### src/rtl/db9_pad_scanner_if.sv
// Pad-side and result-side signals of the DB9 pad scanner, grouped for the scanner (master) and its environment (slave).
// frame is a one-cycle valid strobe with no ready: the port words are stable from that cycle until the next frame.
interface db9_pad_scanner_if;
  logic        enable;
  logic [5:0]  joy_in;
  logic        joy_mdsel;
  logic        joy_split;
  logic [11:0] joystick1;
  logic [11:0] joystick2;
  logic [1:0]  present;
  logic [1:0]  six_btn;
  logic        frame;
  logic [1:0]  state_dbg;
  logic [2:0]  phase_dbg;

  modport master (
    input  enable, joy_in,
    output joy_mdsel, joy_split, joystick1, joystick2, present, six_btn, frame,
           state_dbg, phase_dbg
  );

  modport slave (
    output enable, joy_in,
    input  joy_mdsel, joy_split, joystick1, joystick2, present, six_btn, frame,
           state_dbg, phase_dbg
  );
endinterface

### src/rtl/db9_pad_scanner.sv
// Scans one or two DB9 (Genesis-style 3/6-button) pads over a shared select line and publishes active-high button words.
// Optional second port: define DB9_SECOND_PORT_EN to alternate scans between port 1 and port 2.
module db9_pad_scanner #(
  parameter int unsigned TICK_DIV    = 400,
  parameter int unsigned IDLE_PHASES = 160
) (
  input logic             clk_sys,
  input logic             reset_n,
  db9_pad_scanner_if.master bus
);

  typedef enum logic [1:0] {
    IDLE   = 2'd0,
    SETTLE = 2'd1,
    SCAN   = 2'd2,
    COMMIT = 2'd3
  } state_t;

  state_t      state;
  logic [15:0] div;
  logic        tick;
  logic [9:0]  idle_cnt;
  logic [2:0]  phase;
  logic [11:0] word;
  logic        pad_ok;
  logic        six;
`ifdef DB9_SECOND_PORT_EN
  logic        next_port;
`endif

  assign tick          = (div == 16'(TICK_DIV - 1));
  assign bus.state_dbg = state;
  assign bus.phase_dbg = phase;

  always_ff @(posedge clk_sys or negedge reset_n) begin
    if (!reset_n) begin
      state         <= IDLE;
      div           <= '0;
      idle_cnt      <= '0;
      phase         <= '0;
      word          <= '0;
      pad_ok        <= 1'b0;
      six           <= 1'b0;
      bus.joy_mdsel <= 1'b1;
      bus.joy_split <= 1'b1;
      bus.joystick1 <= '0;
      bus.joystick2 <= '0;
      bus.present   <= '0;
      bus.six_btn   <= '0;
      bus.frame     <= 1'b0;
`ifdef DB9_SECOND_PORT_EN
      next_port     <= 1'b1;
`endif
    end else begin
      bus.frame <= 1'b0;
      if (!bus.enable) begin
        // Any partial scan is dropped; the next rise starts with a full idle period.
        state         <= IDLE;
        div           <= '0;
        idle_cnt      <= '0;
        phase         <= '0;
        bus.joy_mdsel <= 1'b1;
      end else begin
        div <= tick ? 16'd0 : div + 16'd1;
        case (state)
          IDLE: begin
            if (tick) begin
              if (idle_cnt == 10'(IDLE_PHASES - 1)) begin
                idle_cnt <= '0;
                state    <= SETTLE;
`ifdef DB9_SECOND_PORT_EN
                bus.joy_split <= next_port;
                next_port     <= ~next_port;
`endif
              end else begin
                idle_cnt <= idle_cnt + 10'd1;
              end
            end
          end
          SETTLE: begin
            if (tick) begin
              state  <= SCAN;
              phase  <= '0;
              word   <= '0;
              pad_ok <= 1'b0;
              six    <= 1'b0;
            end
          end
          SCAN: begin
            if (tick) begin
              // Capture on the last cycle of the phase, before the select line moves.
              case (phase)
                3'd0: word[5:0] <= ~bus.joy_in;
                3'd1: begin
                  word[6] <= ~bus.joy_in[4];
                  word[7] <= ~bus.joy_in[5];
                  pad_ok  <= (bus.joy_in[1:0] == 2'b00);
                end
                3'd5: six <= (bus.joy_in[3:0] == 4'b0000);
                3'd6: if (six) word[11:8] <= ~bus.joy_in[3:0];
                default: ;
              endcase
              if (phase == 3'd7) begin
                state         <= COMMIT;
                bus.joy_mdsel <= 1'b1;
              end else begin
                phase         <= phase + 3'd1;
                bus.joy_mdsel <= phase[0];
              end
            end
          end
          COMMIT: begin
            state     <= IDLE;
            phase     <= '0;
            bus.frame <= 1'b1;
`ifdef DB9_SECOND_PORT_EN
            if (!bus.joy_split) begin
              bus.joystick2  <= pad_ok ? word : 12'h000;
              bus.present[1] <= pad_ok;
              bus.six_btn[1] <= pad_ok & six;
            end else begin
              bus.joystick1  <= pad_ok ? word : 12'h000;
              bus.present[0] <= pad_ok;
              bus.six_btn[0] <= pad_ok & six;
            end
`else
            bus.joystick1  <= pad_ok ? word : 12'h000;
            bus.present[0] <= pad_ok;
            bus.six_btn[0] <= pad_ok & six;
`endif
          end
          default: state <= IDLE;
        endcase
      end
    end
  end

endmodule

### src/flat_wrapper.sv
// flat-port wrapper written by rule: the top's interface ports become plain ports
module db9_pad_scanner_flat 
#(
  parameter int unsigned TICK_DIV    = 400,
  parameter int unsigned IDLE_PHASES = 160
)
  (clk_sys, reset_n, bus_enable, bus_joy_in, bus_joy_mdsel, bus_joy_split, bus_joystick1, bus_joystick2, bus_present, bus_six_btn, bus_frame, bus_state_dbg, bus_phase_dbg);
  db9_pad_scanner_if bus_i ();
  input logic clk_sys;
  input logic reset_n;
  input wire logic [$bits(bus_i.enable)-1:0] bus_enable;
  input wire logic [$bits(bus_i.joy_in)-1:0] bus_joy_in;
  output wire logic [$bits(bus_i.joy_mdsel)-1:0] bus_joy_mdsel;
  output wire logic [$bits(bus_i.joy_split)-1:0] bus_joy_split;
  output wire logic [$bits(bus_i.joystick1)-1:0] bus_joystick1;
  output wire logic [$bits(bus_i.joystick2)-1:0] bus_joystick2;
  output wire logic [$bits(bus_i.present)-1:0] bus_present;
  output wire logic [$bits(bus_i.six_btn)-1:0] bus_six_btn;
  output wire logic [$bits(bus_i.frame)-1:0] bus_frame;
  output wire logic [$bits(bus_i.state_dbg)-1:0] bus_state_dbg;
  output wire logic [$bits(bus_i.phase_dbg)-1:0] bus_phase_dbg;
  assign bus_i.enable = bus_enable;
  assign bus_i.joy_in = bus_joy_in;
  assign bus_joy_mdsel = bus_i.joy_mdsel;
  assign bus_joy_split = bus_i.joy_split;
  assign bus_joystick1 = bus_i.joystick1;
  assign bus_joystick2 = bus_i.joystick2;
  assign bus_present = bus_i.present;
  assign bus_six_btn = bus_i.six_btn;
  assign bus_frame = bus_i.frame;
  assign bus_state_dbg = bus_i.state_dbg;
  assign bus_phase_dbg = bus_i.phase_dbg;
  db9_pad_scanner #(.TICK_DIV(TICK_DIV), .IDLE_PHASES(IDLE_PHASES)) u_core (.clk_sys(clk_sys), .reset_n(reset_n), .bus(bus_i));
endmodule
### config.mk
export PLATFORM = sky130hd
export DESIGN_NAME = db9_pad_scanner_flat
export DESIGN_NICKNAME = d
export VERILOG_FILES = /design/src/rtl/db9_pad_scanner_if.sv /design/src/rtl/db9_pad_scanner.sv /design/src/flat_wrapper.sv
export SDC_FILE = /design/constraint.sdc
export NUM_CORES = 1
export LEC_CHECK = 0
export ABC_AREA = 0
export BUFFER_PORTS_ARGS = -buffer_cell sky130_fd_sc_hd__buf_2
export CAP_MARGIN = 0
export CORE_ASPECT_RATIO = 0.75
export CORE_UTILIZATION = 57
export CTS_CLUSTER_SIZE = 28
export DETAILED_ROUTE_END_ITERATION = 6
export GPL_ROUTABILITY_DRIVEN = 1
export HOLD_SLACK_MARGIN = 0.1
export PLACE_DENSITY = 0.84
export RECOVER_POWER = 50
export SKIP_CTS_REPAIR_TIMING = 1
export SLEW_MARGIN = 5
export SYNTH_ARGS = -nofsm -noshare
export SYNTH_HDL_FRONTEND = slang
export SYNTH_SLANG_ARGS = --single-unit
export TNS_END_PERCENT = 20
### constraint.sdc
create_clock -name clk_sys -period 3.02 [get_ports clk_sys]
set_input_delay 0.151 -clock clk_sys [delete_from_list [all_inputs] [get_ports clk_sys]]
set_output_delay 0.151 -clock clk_sys [all_outputs]
set_load 0.005 [all_outputs]
* Word-level counts from Yosys, hierarchy flattened
Index checks and enable logic that the tools add are counted.
** Word-level totals
- Bits of input ports :: 9
- Register bits :: 61
- Output and inout port bits :: 36
- Logic and storage cells :: 101
** Operators by class
- Equality and inequality tests :: 26
- Mux-type cells :: 39
- Reductions and logical operators :: 14
- Bitwise operators :: 5
- $add $sub $neg :: 3
** Operators by type and width (count)
- 2-to-1 mux 10 bit :: 4
- 2-to-1 mux 12 bit :: 3
- 2-to-1 mux 16 bit :: 2
- case mux 12 bit (2 select lines) :: 1
- AND reduction 5 bit :: 4
- adder 16 x 1 -> 16 bit (second input constant) :: 1
- equality test 16 x 9 -> 1 bit (second input constant) :: 1
- != test 3 x 2 -> 1 bit (second input constant) :: 5
- 2-to-1 mux 2 bit :: 7
- 2-to-1 mux 3 bit :: 4
- != test 2 x 1 -> 1 bit (second input constant) :: 6
- 2-to-1 mux 1 bit :: 11
- adder 10 x 1 -> 10 bit (second input constant) :: 1
- equality test 10 x 8 -> 1 bit (second input constant) :: 1
- equality test 3 bit (second input constant) :: 3
- case mux 3 bit (3 select lines) :: 1
- 2-to-1 mux 4 bit :: 2
- != test 2 bit (second input constant) :: 4
- case mux 2 bit (4 select lines) :: 1
- 2-to-1 mux 6 bit :: 1
- NOT 6 bit :: 1
- AND reduction 2 bit :: 3
- AND reduction 6 bit :: 1
- equality test 2 bit (second input constant) :: 2
- 14 further kinds :: 17

* Depth between registers and ports, before layout
- Word-level depth :: 5
- Gate-level depth with buffers :: 7
- Mapped depth without buffers :: 7

* Worst setup path after synthesis
No wires, ideal clock.
- Kind :: flip-flop to flip-flop
- Start :: register u_core.div[4]
- End :: register u_core.idle_cnt[5]
- Data arrival time :: 2260 ps
- Data required time :: 2916 ps
- Period minus slack after synthesis :: 2364 ps
- Buffers on the path :: 2
- Setup time :: 104 ps
- Path slack :: 656 ps
- Stages on the path, launching flop included :: 8
- Cell sequence :: dfrtp_1 -> or4_1 -> buf_2 -> nor4_4 -> a21oi_2 -> or2_1 -> buf_6 -> o41ai_2
** Between the ends
- Word-level cells in the longest chain between the ends :: 3
** Ends and longest elaborated chain
- start: declaration :: RTL line db9_pad_scanner.sv:20 : logic [15:0] div;
- start signal: assignment :: RTL line db9_pad_scanner.sv:64 : div <= tick ? 16'd0 : div + 16'd1;
- equality test 16 x 9 -> 1 bit :: RTL line db9_pad_scanner.sv:31 : assign tick = (div == 16'(TICK_DIV - 1));
- != test 2 x 1 -> 1 bit (no source line)
- AND reduction 2 bit (no source line)
- end signal: assignment :: RTL line db9_pad_scanner.sv:76 : idle_cnt <= idle_cnt + 10'd1;
- end: declaration :: RTL line db9_pad_scanner.sv:22 : logic [9:0] idle_cnt;
Every way passes these cells.
A chain may end at the register's enable or synchronous reset.

* Worst setup path after layout
- Start :: register u_core.div[12]
- End :: register u_core.idle_cnt[5]
The elaborated chain is that of the path after synthesis.

==> impl_metrics.env <==
export IMPL_r2r_slack_ps=370
export IMPL_totalWireLength_um=6584
export IMPL_slew_headroom_pct=-6.529
export IMPL_p_comb_share_pct=3.2
export IMPL_ys_ff_latch=61
export IMPL_numPortBuffers=29
export IMPL_grt_pass1_vias=2296
export IMPL_violations="capacitance limit, slew limit"
export IMPL_reg2reg_from="u_core.div[12]$_DFF_PN0_"
export IMPL_antenna_found_initial=0
export IMPL_grt_util_all_layers_pct=26.07
export IMPL_netSwitchingFraction_pct=22.25
export IMPL_hold_viol_final=0
export IMPL_setup_violations=0
export IMPL_synth_cell_types=46
export IMPL_grt_pass1_wl_um=11030
export IMPL_total_power_uw=1673
export IMPL_cp_end_kind="flop"
export IMPL_period_minus_slack_ps=2646
export IMPL_worst_pin_slew_ps=1598
export IMPL_clk_latency_ps=350
export IMPL_critical_path_endpoint="u_core.idle_cnt[5]$_DFFE_PN0P_"
export IMPL_nets=383
export IMPL_critPathKind="reg2reg"
export IMPL_p_per_area_nw_per_um2=481.9
export IMPL_cts_buffers=9
export IMPL_vias=2466
export IMPL_outcome="finished, violations left"
export IMPL_fp_row_count=22
export IMPL_setup_tns_ps=0
export IMPL_seq_area_frac_synth_pct=49.21
export IMPL_viasPerCell=5.617
export IMPL_clock_fmax_mhz=377.9
export IMPL_worst_r2r_cell_count=5
export IMPL_dieArea_um2=5748
export IMPL_clock_path_buffers=2
export IMPL_power_internal_uw=1300
export IMPL_dr_wl_met3_um=428
export IMPL_htree_levels=3
export IMPL_ir_worst_vdd_mv=0.3637
export IMPL_syn_avg_cell_area_um2=9.464
export IMPL_drive_gt1_share_pct=12.53
export IMPL_core_um2=5065
export IMPL_dieHeight_um=65.91
export IMPL_die_x_um=87.22
export IMPL_startpoint_type="flop"
export IMPL_r2r_end="u_core.idle_cnt[5]$_DFFE_PN0P_"
export IMPL_wire_per_inst_um=15.00
export IMPL_wl_met1_um=3078
export IMPL_p_clk_share_pct=47.3
export IMPL_ys_warn_count=15
export IMPL_netlist_area_um2=3104
export IMPL_initial_utilization_pct=61.29
export IMPL_slew_viol_final=33
export IMPL_cts_tree="built"
export IMPL_async_flop_share_pct=100.0
export IMPL_wl_met2_um=2977
export IMPL_cp_max_fo=9
export IMPL_required_ps=3260
export IMPL_nFillCells=422
export IMPL_synth_edf_count=0
export IMPL_num_io_pins=45
export IMPL_grt_start_max_net_pins=33
export IMPL_hp_class="in2reg"
export IMPL_cts_sinks=61
export IMPL_rsz0062_at_grt="false"
export IMPL_switchingPower_uw=372.2
export IMPL_initialDrtViolationCount=189
export IMPL_timing_final_crit_share_pct=87.62
export IMPL_cts_root_buf="clkbuf_8"
export IMPL_drv_cap=1
export IMPL_yosys_most_used_dff="dfrtp_1"
export IMPL_place_congestion=0.8543
export IMPL_seq_power_share_pct=49.5
export IMPL_finalClockSkew_ps=11.02
export IMPL_critPathLaunch="u_core.div[12]$_DFF_PN0_"
export IMPL_drcViolationCount=0
export IMPL_dp_hpwl_um=4575
export IMPL_syn_inst=328
export IMPL_top_layer_used="met4"
export IMPL_firstDrtPassIters=5
export IMPL_ant_nets=0
export IMPL_leakagePower_uw=0.001574
export IMPL_antenna_cells=0
export IMPL_area_growth_pct=11.81
export IMPL_cp_arrival_ps=2890
export IMPL_grt_overflow_total=0
export IMPL_clk_pin_slew_ps=70
==> cells in the mapped netlist (3+ instances only) <==
library cell,number,share of area [%]
nor3_1,4,0.64
or4_1,5,1.2
nand2_1,51,6.2
nand4_1,3,0.60
ha_1,12,4.8
o21ai_0,40,6.4
inv_1,11,1.3
clkbuf_1,7,0.85
xnor2_1,7,2.0
buf_4,15,3.6
nand2b_1,7,1.4
a21oi_1,3,0.48
a31oi_1,3,0.60
nand3_1,19,3.1
dfrtp_1,60,48
nor2_1,26,3.1
o31ai_1,6,1.5
xor2_1,8,2.3
and3_1,5,1.0
==> power by group through the flow <==
stage                     Sequential [uW]  Clock, uW  Combinational [uW]
final                                 827        791                54.2
after global routing                  828        844                63.9
after CTS                             827        808                54.3
after detailed placement              842          0                53.0
after global placement                842          0                52.0
after floorplan                       841          0                39.9
==> layout by cell type, fill, tap and decap left out, types with 3 or more instances in the layout <==
| cell type | Yosys | final |
|---|---|---|
| dfrtp_1 | 60 | 60 |
| nor2_1 | 26 | 26 |
| ha_1 | 12 | 12 |
| and3_1 | 5 | 5 |
| clkbuf_1 | 7 | 10 |
| a31oi_1 | 3 | 3 |
| clkbuf_8 | 0 | 9 |
| o31ai_1 | 6 | 6 |
| nand3_1 | 19 | 19 |
| o21ai_0 | 40 | 40 |
| inv_1 | 11 | 11 |
| a21oi_1 | 3 | 3 |
| nand2_1 | 51 | 51 |
| buf_2 | 1 | 22 |
| xnor2_1 | 7 | 7 |
| nand2b_1 | 7 | 7 |
| or4_1 | 5 | 5 |
| conb_1 | 1 | 15 |
| nand4_1 | 3 | 3 |
| nor3_1 | 4 | 4 |
| xor2_1 | 8 | 8 |
==> cell families (layout without fill, tap and decap cells) <==
family	after synthesis	count (layout)	share of synthesized area (%)
AO/OA/AOI/OAI	63	63	12.05
XOR/XNOR	15	15	4.232
adder cells (fa/ha/maj)	12	12	4.837
buffers and inverters	35	60	6.328
flip-flops	61	61	49.21
multiplexers	4	4	1.370
other	1	15	0.1208
AND/OR/NAND/NOR	137	137	21.85
==> final cells by class <==
| class | count | area, um2 | share of cell area, % |
|---|---|---|---|
| flip-flops and latches | 61 | 1528 | 44.02 |
| multi-input cells | 246 | 1433 | 41.28 |
| repair buffers | 33 | 163.9 | 4.722 |
| clock buffers | 10 | 127.6 | 3.677 |
| well taps | 72 | 90.09 | 2.596 |
| clock inverters | 6 | 87.58 | 2.523 |
| inverters | 11 | 41.29 | 1.190 |
==> worst min path at each step <==
| stage | startpoint | to | slack [ps] | cells past startpoint |
|---|---|---|---|---|
| 2_1_floorplan | reset_n | u_core.bus.frame$_DFF_PN0_ | -140 | 0 |
| 3_3_place_gp | reset_n | u_core.bus.joystick1[0]$_DFFE_PN0P_ | 230 | 1 |
| 3_5_place_dp | reset_n | u_core.bus.joystick1[10]$_DFFE_PN0P_ | 230 | 1 |
| 4_1_cts | reset_n | u_core.bus.joystick1[4]$_DFFE_PN0P_ | -150 | 1 |
| 5_1_grt | bus_joy_in[1] | u_core.six$_DFFE_PN0P_ | 120 | 3 |
| 6_report | bus_joy_in[5] | u_core.word[7]$_DFFE_PN0P_ | 100 | 3 |
==> state kept, by name, indices dropped and copies added, names as in the netlist, 2 cells and up <==
| signal | flops |
|---|---|
| u_core.bus.joystick1 | 12 |
| u_core.bus.state_dbg | 2 |
| u_core.bus.phase_dbg | 3 |
| u_core.word | 12 |
| u_core.div | 16 |
| u_core.idle_cnt | 10 |
==> critical path: stages (launching register included) <==
cell and delay, ps:
dfrtp_1 430, or4b_2 730, nor4_4 510, a21oi_2 210, or2_1 370, o41ai_2 290
==> metal layers <==
layer | track usage, % | up-vias
met3 | 9.238 | 10
met5 | 0 | -
met4 | 8.402 | 0
met1 | 35.38 | 1191
met2 | 39.17 | 92
li1 | - | 1173
==> metrics by stage <==
step	instance area, um2	hold slack, ps	instances	setup WS (ps)	util, %
after detailed placement	3252	228.3	421	427.8	64.20
after floorplan	3157	-144.6	342	656.1	-
after global routing	3471	121.4	439	235.0	68.53
after global placement	3252	225.1	421	508.5	64.20
after CTS	3467	-154.0	437	390.8	68.45
final	3471	98.92	439	373.9	68.53
Power figures use the tool's default switching activity.
